$ cat src/rtl/shreg194_pkg.sv
// Shared types and constants for the 74x194 command sequencer: op codes,
// register mode selects, FSM states and the latched command record.
package shreg194_pkg;

  typedef enum logic [1:0] {
    OP_LOAD = 2'b00,
    OP_SHR  = 2'b01,
    OP_SHL  = 2'b10,
    OP_ROTR = 2'b11
  } op_e;

  // S1S0 encodings understood by the 74x194
  localparam logic [1:0] MODE_HOLD = 2'b00;
  localparam logic [1:0] MODE_SHR  = 2'b01;
  localparam logic [1:0] MODE_SHL  = 2'b10;
  localparam logic [1:0] MODE_LOAD = 2'b11;

  typedef enum logic [1:0] {
    ST_IDLE  = 2'b00,
    ST_LOAD  = 2'b01,
    ST_SHIFT = 2'b10,
    ST_DONE  = 2'b11
  } state_e;

  typedef struct packed {
    op_e        op;
    logic [3:0] data;
    logic       fill;
  } cmd_t;

  // Rotate-right reuses the shift-right mode; only the serial source differs.
  function automatic logic [1:0] shift_mode(input op_e op);
    return (op == OP_SHL) ? MODE_SHL : MODE_SHR;
  endfunction

endpackage

$ cat src/rtl/shreg194_downcnt.sv
// Loadable down-counter that tracks the remaining shifts of a command and
// flags the final one.
module shreg194_downcnt #(
  parameter int CNT_W = 3
) (
  input  logic             clk,
  input  logic             clr,
  input  logic             load,
  input  logic [CNT_W-1:0] load_val,
  input  logic             dec,
  output logic             last
);

  logic [CNT_W-1:0] count;

  // NOTE: state is written with <= so every flop samples pre-edge values.
  always_ff @(posedge clk or posedge clr) begin
    if (clr) begin
      count <= '0;
    end else if (load) begin
      count <= load_val;
    end else if (dec && (count != '0)) begin
      count <= count - CNT_W'(1);
    end
  end

  assign last = (count == CNT_W'(1));

endmodule

$ cat src/rtl/shreg194_seq.sv
// Command sequencer for an external 74x194 universal shift register sharing
// clk: turns LOAD/SHR/SHL/ROTR commands into timed S1/S0 and serial/parallel drive.
module shreg194_seq
  import shreg194_pkg::*;
#(
  parameter int CNT_W = 3
) (
  input  logic             clk,
  input  logic             clr,
  input  logic             cmd_valid,
  output logic             cmd_ready,
  input  logic [1:0]       cmd_op,
  input  logic [3:0]       cmd_data,
  input  logic [CNT_W-1:0] cmd_cnt,
  input  logic             cmd_fill,
  output logic             rsp_valid,
  input  logic             rsp_ready,
  output logic [3:0]       rsp_q,
  output logic             busy,
  output logic             sr_clr_l,
  output logic             sr_s1,
  output logic             sr_s0,
  output logic             sr_lin,
  output logic             sr_rin,
  output logic [3:0]       sr_par,
  input  logic [3:0]       sr_q
);

  state_e     state, state_d;
  cmd_t       cmd_q;
  logic       accept;
  logic       cnt_last;
  logic [1:0] mode;

  assign cmd_ready = (state == ST_IDLE) && !clr;
  assign accept    = cmd_valid && cmd_ready;

  always_ff @(posedge clk or posedge clr) begin
    if (clr) begin
      state <= ST_IDLE;
      cmd_q <= '0;
    end else begin
      state <= state_d;
      if (accept) begin
        cmd_q.op   <= op_e'(cmd_op);
        cmd_q.data <= cmd_data;
        cmd_q.fill <= cmd_fill;
      end
    end
  end

  // The counter is loaded on every accept; LOAD simply never looks at it.
  shreg194_downcnt #(.CNT_W(CNT_W)) u_cnt (
    .clk      (clk),
    .clr      (clr),
    .load     (accept),
    .load_val (cmd_cnt),
    .dec      (state == ST_SHIFT),
    .last     (cnt_last)
  );

  // NOTE: every always_comb target gets a default first so no latch is inferred.
  always_comb begin
    state_d = state;
    unique case (state)
      ST_IDLE: begin
        if (accept) begin
          if (op_e'(cmd_op) == OP_LOAD) begin
            state_d = ST_LOAD;
          end else if (cmd_cnt == '0) begin
            state_d = ST_DONE;
          end else begin
            state_d = ST_SHIFT;
          end
        end
      end
      ST_LOAD:  state_d = ST_DONE;
      ST_SHIFT: if (cnt_last) state_d = ST_DONE;
      ST_DONE:  if (rsp_ready) state_d = ST_IDLE;
      default:  state_d = ST_IDLE;
    endcase
  end

  // Register drive decodes from latched state only; ROTR feeds QD back to RIN.
  always_comb begin
    mode   = MODE_HOLD;
    sr_par = '0;
    sr_lin = 1'b0;
    sr_rin = 1'b0;
    unique case (state)
      ST_LOAD: begin
        mode   = MODE_LOAD;
        sr_par = cmd_q.data;
      end
      ST_SHIFT: begin
        mode = shift_mode(cmd_q.op);
        unique case (cmd_q.op)
          OP_SHL:  sr_lin = cmd_q.fill;
          OP_ROTR: sr_rin = sr_q[0];
          default: sr_rin = cmd_q.fill;
        endcase
      end
      default: ;
    endcase
  end

  assign sr_s1     = mode[1];
  assign sr_s0     = mode[0];
  assign sr_clr_l  = !clr;
  assign busy      = (state != ST_IDLE);
  assign rsp_valid = (state == ST_DONE);
  assign rsp_q     = sr_q;

endmodule
$ cat config.mk
export PLATFORM = sky130hd
export DESIGN_NAME = shreg194_seq
export DESIGN_NICKNAME = d
export VERILOG_FILES = /design/src/rtl/shreg194_pkg.sv /design/src/rtl/shreg194_downcnt.sv /design/src/rtl/shreg194_seq.sv
export SDC_FILE = /design/constraint.sdc
export NUM_CORES = 1
export LEC_CHECK = 0
export ABC_AREA = 1
export CAP_MARGIN = 20
export CORE_MARGIN = 10
export CORE_UTILIZATION = 39
export CTS_BUF_LIST = sky130_fd_sc_hd__clkbuf_2
export DETAILED_ROUTE_END_ITERATION = 12
export MAX_ROUTING_LAYER = met4
export PLACE_DENSITY = 0.77
export SETUP_SLACK_MARGIN = 0.5
export SYNTH_ARGS = -nofsm -noshare
export SYNTH_HDL_FRONTEND = slang
export SYNTH_SLANG_ARGS = --single-unit
$ cat constraint.sdc
create_clock -name clk -period 1.4 [get_ports clk]
set_input_delay 0.21 -clock clk [delete_from_list [all_inputs] [get_ports clk]]
set_output_delay 0.21 -clock clk [all_outputs]
set_load 0.05 [all_outputs]
==> qor.csv, run 1 <==
metric,value,unit
run_status,"complete, but fails checks",
violations,setup timing,
cp-end-kind,output pin,
die-area,0.00430,sq mm
ys_seq_elements,12,
hold_violations,0,
fill_cells,97,
crit_type,reg2out,
fin_nets,188,
required,1.19,ns
core_area,0.00196,sq mm
globalplace.congestion,0.880,
setup_viol,21,
drive_gt1_share,46.0,%
p_sw,2110,uW
finalMaxSlewViolations,0,
rows,16,
stdcell_count,188,
ys.warnings.count,0,
wirelength,3580,microns
hold-worst-slack,0.0563,ns
synth_top_cell_area_share,37.1,%
drt.antenna.violating_nets,0,
antenna_found_initial,0,
io_pins,34,
fin_setup_tns,-3.23,ns
insertion_delay,0.27,ns
leakage,0.000773,uW
avgRoutedWirePerCell,19.1,microns
final_cell_mix,"nand2_1, buf_12, dfrtp_1, clkdlybuf4s50_1, buf_4",
p_comb_share,78.6,%
worstMarginPinSlew,0.285,ns
synth_cell_types,16,
port_buffers,27,
finalCritPeriodShare,119,%
drv_cap,0,
drtPass1Iterations,4,
track_usage,13.7,%
cts_buffers,3,
reg2reg_slack,-0.19,ns
yosys-top-cells-area,"dfrtp_1, nand2_1, ha_1",
clock_sinks,12,
crit_fanout,3,
power.density,2530,mW/mm^2
gr-total-overflow,0,
maxSlewHeadroom,81.0,%
hp-class,in2async,
rsz0062_at_grt,true,
grt_pass1_wl,4470,microns
antenna_cells,0,
setup.worst_path.start_class,flip-flop,
h-tree-depth,1,
swShare,51.3,%
netlist_area,810,sq um
clock_skew,0.00412,ns
fin_crit,1.67,ns
worst_setup_hold_path_clk_slew,0.12,ns
crit_arrival,1.46,ns
internal-power,2000,uW
vias_per_cell,5.35,
drt-initial-drc-count,75,
fmaxAchievable,600,MHz
synth_fp_nets,140,
synth_cells,115,
postLayoutCellArea,0.00163,sq mm
dieHeight,65.6,microns
die_w,65.6,microns
synth_top_cell_by_area,dfrtp_1,
ys_seq_area_share,37.1,%
drc,0,
power_frac_clock,4.3,%
grt_pass1_vias,940,
syn_area_per_cell,7.04,sq um
syn2layout_area_growth,101,%
initial_core_util,41.3,%
layout_commonest_cell,nand2_1,
ir_drop,2.10,mV
cts_tree,done,
cts_root_buffer,clkbuf_2,
dp_cells,174,
vias,1005,
placed_area,0.00136,sq mm
pwr-share-seq,17.1,%
dp_hpwl,2050,microns
grt_max_degree,11,
fin_ws,-0.267,ns
cts.path.max_buffers,2,
total_power,4110,uW
[stage by stage]
step / util, % / setup slack, ns
6_report: 83.0 / -0.267
5_1_grt: 83.0 / -0.333
4_1_cts: 75.9 / -0.261
3_5_place_dp: 69.1 / -0.0562
3_3_place_gp: 69.1 / 0.00179
2_1_floorplan: - / -0.120
[cell families (layout without fill, tap and decap cells)]
| logic type | Yosys count | count (layout) | synth area share (%) |
|---|---|---|---|
| flip-flops | 12 | 12 | 37.1 |
| buffers and inverters | 25 | 70 | 14.4 |
| adder cells (fa/ha/maj) | 7 | 7 | 10.8 |
| AO/OA/AOI/OAI | 10 | 10 | 7.11 |
| XOR/XNOR | 1 | 1 | 1.08 |
| AND/OR/NAND/NOR | 60 | 61 | 29.5 |
[layout make-up]
| type | count | area (sq um) | share of cell area (%) |
|---|---|---|---|
| clock buffers | 3 | 15.0 | 0.922 |
| repair buffers | 46 | 563 | 34.6 |
| flip-flops and latches | 12 | 300 | 18.4 |
| multi-input cells | 79 | 604 | 37.1 |
| inverters | 20 | 104 | 6.38 |
| repair inverters | 1 | 7.51 | 0.461 |
| well taps | 27 | 33.8 | 2.08 |
[flip-flops by register name, summed over array words and instances, names as in the netlist]
name         cells
cmd_q            7
u_cnt.count      3
state            2
[cell usage after synthesis]
cell type and instances:
o211ai_1 2, nor2_1 8, nand3_1 3, o21ai_0 3, xor2_1 1, nand2_1 47
nand3_2 1, nand3b_1 1, ha_1 7, buf_6 1, buf_4 4, inv_1 18
a21oi_1 4, dfrtp_1 12, a211oi_1 1, inv_2 2
[layer usage]
| metal | routed length (microns) | global-route usage [%] | vias to the layer above |
|---|---|---|---|
| met3 | 303 | 3.39 | 14 |
| met4 | 104 | 6.68 | 0 |
| li1 | - | - | 442 |
| met5 | 0 | - | - |
| met2 | 1870 | 25.2 | 66 |
| met1 | 1310 | 12.9 | 483 |
[power by group through the flow]
stage / combinational (uW) / sequential, uW / clock, uW
6_report: 3230 / 703 / 177
5_1_grt: 3400 / 720 / 184
4_1_cts: 2740 / 663 / 175
3_5_place_dp: 2390 / 663 / 0
3_3_place_gp: 2300 / 645 / 0
2_1_floorplan: 1470 / 634 / 0
[critical path, cell delays in order (launching register included)]
cell	delay (ns)
dfrtp_1	0.43
inv_2	0.09
ha_4	0.31
inv_4	0.05
a21oi_4	0.14
buf_12	0.15
[worst paths after layout]
path,start,end,cells past startpoint
hold reg to reg,u_cnt.count[1],u_cnt.count[1],2
hold / removal,clr,u_cnt.count[1],4
setup / recovery,state[1],sr_s0,5
setup reg to reg,state[1],state[0],10
max in group asynchronous,clr,cmd_q[4],5
min in group clk,clr,u_cnt.count[1],5
[repair_timing]
action,in CTS,in global routing
gates cloned,0,2
resized for setup,26,28
pin swaps,3,14
endpoints found under the setup margin,25,24
hold buffers,0,0
setup buffers,5,4
hold endpoints to repair,0,0
Power figures use the tool's default switching activity.
==> inputs of run 2 (changes only) <==
--- a/config.mk
+++ b/config.mk
@@ -7,12 +7,10 @@
 export LEC_CHECK = 0
 export ABC_AREA = 1
 export CAP_MARGIN = 20
-export CORE_MARGIN = 10
-export CORE_UTILIZATION = 39
-export CTS_BUF_LIST = sky130_fd_sc_hd__clkbuf_2
+export CORE_UTILIZATION = 37
 export DETAILED_ROUTE_END_ITERATION = 12
 export MAX_ROUTING_LAYER = met4
-export PLACE_DENSITY = 0.77
+export PLACE_DENSITY = 0.74
 export SETUP_SLACK_MARGIN = 0.5
 export SYNTH_ARGS = -nofsm -noshare
 export SYNTH_HDL_FRONTEND = slang
==> run 2 against run 1 <==
  * The run still ends with setup timing left
  * Routed wire length shrank 10%
  * Worst setup slack worse by 0.033 ns
  * Combinational power increased by 4%
  * Clock power increased by 29%
  * Sequential share of layout area down 0.72 points
  * Sequential power increased by 2%
  * Core utilization increased by 1.7 points
  * Clock-buffer cell count unchanged
  * Die area fell by 45%
  * Non-clock buffer count grew 1
  * Cell count is 0.53% higher
  * Worst hold slack better by 0.0034 ns
==> qor.csv, run 2 (synthesis results as in run 1) <==
metric,value,unit,change
track_usage,27.8,%,was 13.7%
cp-end-kind,output pin,,unchanged
h-tree-depth,1,,unchanged
finalMaxSlewViolations,0,,unchanged
crit_arrival,1.49,ns,was 1.46 ns
antenna_found_initial,0,,unchanged
fin_crit,1.70,ns,was 1.67 ns
grt_pass1_vias,1005,,was 940
power.density,2540,mW/mm^2,was 2530 mW/mm^2
grt_pass1_wl,4660,microns,was 4470 microns
hp-class,in2async,,unchanged
rsz0062_at_grt,true,,unchanged
dp_hpwl,1650,microns,was 2050 microns
avgRoutedWirePerCell,17.0,microns,was 19.1 microns
run_status,"complete, but fails checks",,unchanged
crit_fanout,3,,unchanged
gr-total-overflow,0,,unchanged
required,1.19,ns,about the same
fmaxAchievable,588,MHz,was 600 MHz
worst_setup_hold_path_clk_slew,0.08,ns,was 0.12 ns
initial_core_util,40.4,%,was 41.3%
clock_sinks,12,,unchanged
cts_buffers,3,,unchanged
die-area,0.00238,sq mm,was 0.00430 sq mm
largest_reg_flops,7,,unchanged
port_buffers,27,,unchanged
grt_max_degree,13,,was 11
antenna_cells,0,,unchanged
crit_type,reg2out,,unchanged
fin_setup_tns,-3.41,ns,was -3.23 ns
fill_cells,109,,was 97
wirelength,3220,microns,was 3580 microns
final_cell_mix,"nand2_1, buf_12, clkdlybuf4s50_1",,"was nand2_1, buf_12, dfrtp_1, clkdlybuf4s50_1, buf_4"
maxSlewHeadroom,79.7,%,was 81.0%
drive_gt1_share,53.7,%,was 46.0%
io_pins,34,,unchanged
setup.worst_path.start_class,flip-flop,,unchanged
dieHeight,48.8,microns,was 65.6 microns
reg_top3,"cmd_q (7), u_cnt.count (3), state (2)",,unchanged
cts.path.max_buffers,2,,unchanged
fin_ws,-0.300,ns,was -0.267 ns
drc,0,,unchanged
die_w,48.8,microns,was 65.6 microns
leakage,0.000802,uW,was 0.000773 uW
drv_cap,0,,unchanged
core_area,0.00200,sq mm,was 0.00196 sq mm
vias_per_cell,5.17,,was 5.35
syn2layout_area_growth,109,%,was 101%
drtPass1Iterations,4,,unchanged
multi_input_area,643,sq um,was 604 sq um
ir_drop,1.76,mV,was 2.10 mV
place_ws,-0.0574,ns,was -0.0562 ns
cts_tree,done,,unchanged
rows,16,,unchanged
drt-initial-drc-count,30,,was 75
top_register,cmd_q,,unchanged
hold_buffers,0,,unchanged
vias,977,,was 1005
register_area,300,sq um,unchanged
finalCritPeriodShare,121,%,was 119%
violations,setup timing,,unchanged
fin_util,84.6,%,was 83.0%
cts_root_buffer,clkbuf_4,,was clkbuf_2
hold_violations,0,,unchanged
worstMarginPinSlew,0.305,ns,was 0.285 ns
setup_viol,22,,was 21
insertion_delay,0.28,ns,was 0.27 ns
globalplace.congestion,0.741,,was 0.880
drt.antenna.violating_nets,0,,unchanged
clock_skew,0.00125,ns,was 0.00412 ns
layout_commonest_cell,nand2_1,,unchanged
fin_nets,189,,was 188
[run 2: repair_timing]
item / 4_1_cts / 5_1_grt
buffers inserted: 9 / 3
pin swaps: 12 / 18
cloned: 2 / 0
resized for setup: 40 / 26
endpoints found under the setup margin: 25 / 24
[run 2: final cells by class]
cell class	instances	area share (%)
Clock buffer	3	1.33
Inverter	20	6.28
Multi-Input combinational cell	79	38.0
Sequential cell	12	17.7
Tap cell	27	1.99
Timing Repair Buffer	47	34.5
Timing Repair inverter	1	0.222
[run 2: path summary, 6_finish.rpt]
path | slack [ns] | cells after the start | endpoint | from
worst min-delay path | 0.06 | 4 | cmd_q[2] | clr
max in group asynchronous | 1.18 | 4 | state[1] | clr
min in group clk | 0.42 | 0 | rsp_q[1] | sr_q[1]
worst min register to register | 0.52 | 2 | u_cnt.count[1] | u_cnt.count[1]
worst max-delay path | -0.30 | 5 | sr_rin | state[0]
worst max register to register | -0.19 | 7 | u_cnt.count[0] | state[1]
[run 2: power breakdown]
part	total, uW	internal (uW)	switching [uW]
clock network	228	100	128
registers	716	520	195
logic	3350	1520	1840
[run 2: layer usage]
layer | up-vias | part of all wire, % | global-route usage [%]
li1 | 442 | - | -
met1 | 463 | 34 | 28.5
met2 | 56 | 53 | 48.6
met3 | 16 | 7.0 | 5.92
met4 | 0 | 6.3 | 16.7
met5 | - | 0 | -
[run 2: per-stage QoR]
step | std cells | cell area, sq um | hold WS [ns] | total power [uW]
CTS | 186 | 1580 | 0.0656 | 3810
finish | 189 | 1690 | 0.0597 | 4300
global route | 189 | 1690 | 0.0746 | 4530
floorplan | 115 | 887 | 0.113 | 2100
detailed placement | 172 | 1350 | 0.420 | 3030
global placement | 172 | 1350 | 0.420 | 2930
[run 2: critical path, cell delays in order, from the launching register on]
cell      delay, ns
dfrtp_1        0.42
inv_2          0.12
ha_4           0.18
nand2_4        0.07
a211oi_4       0.23
buf_12         0.18
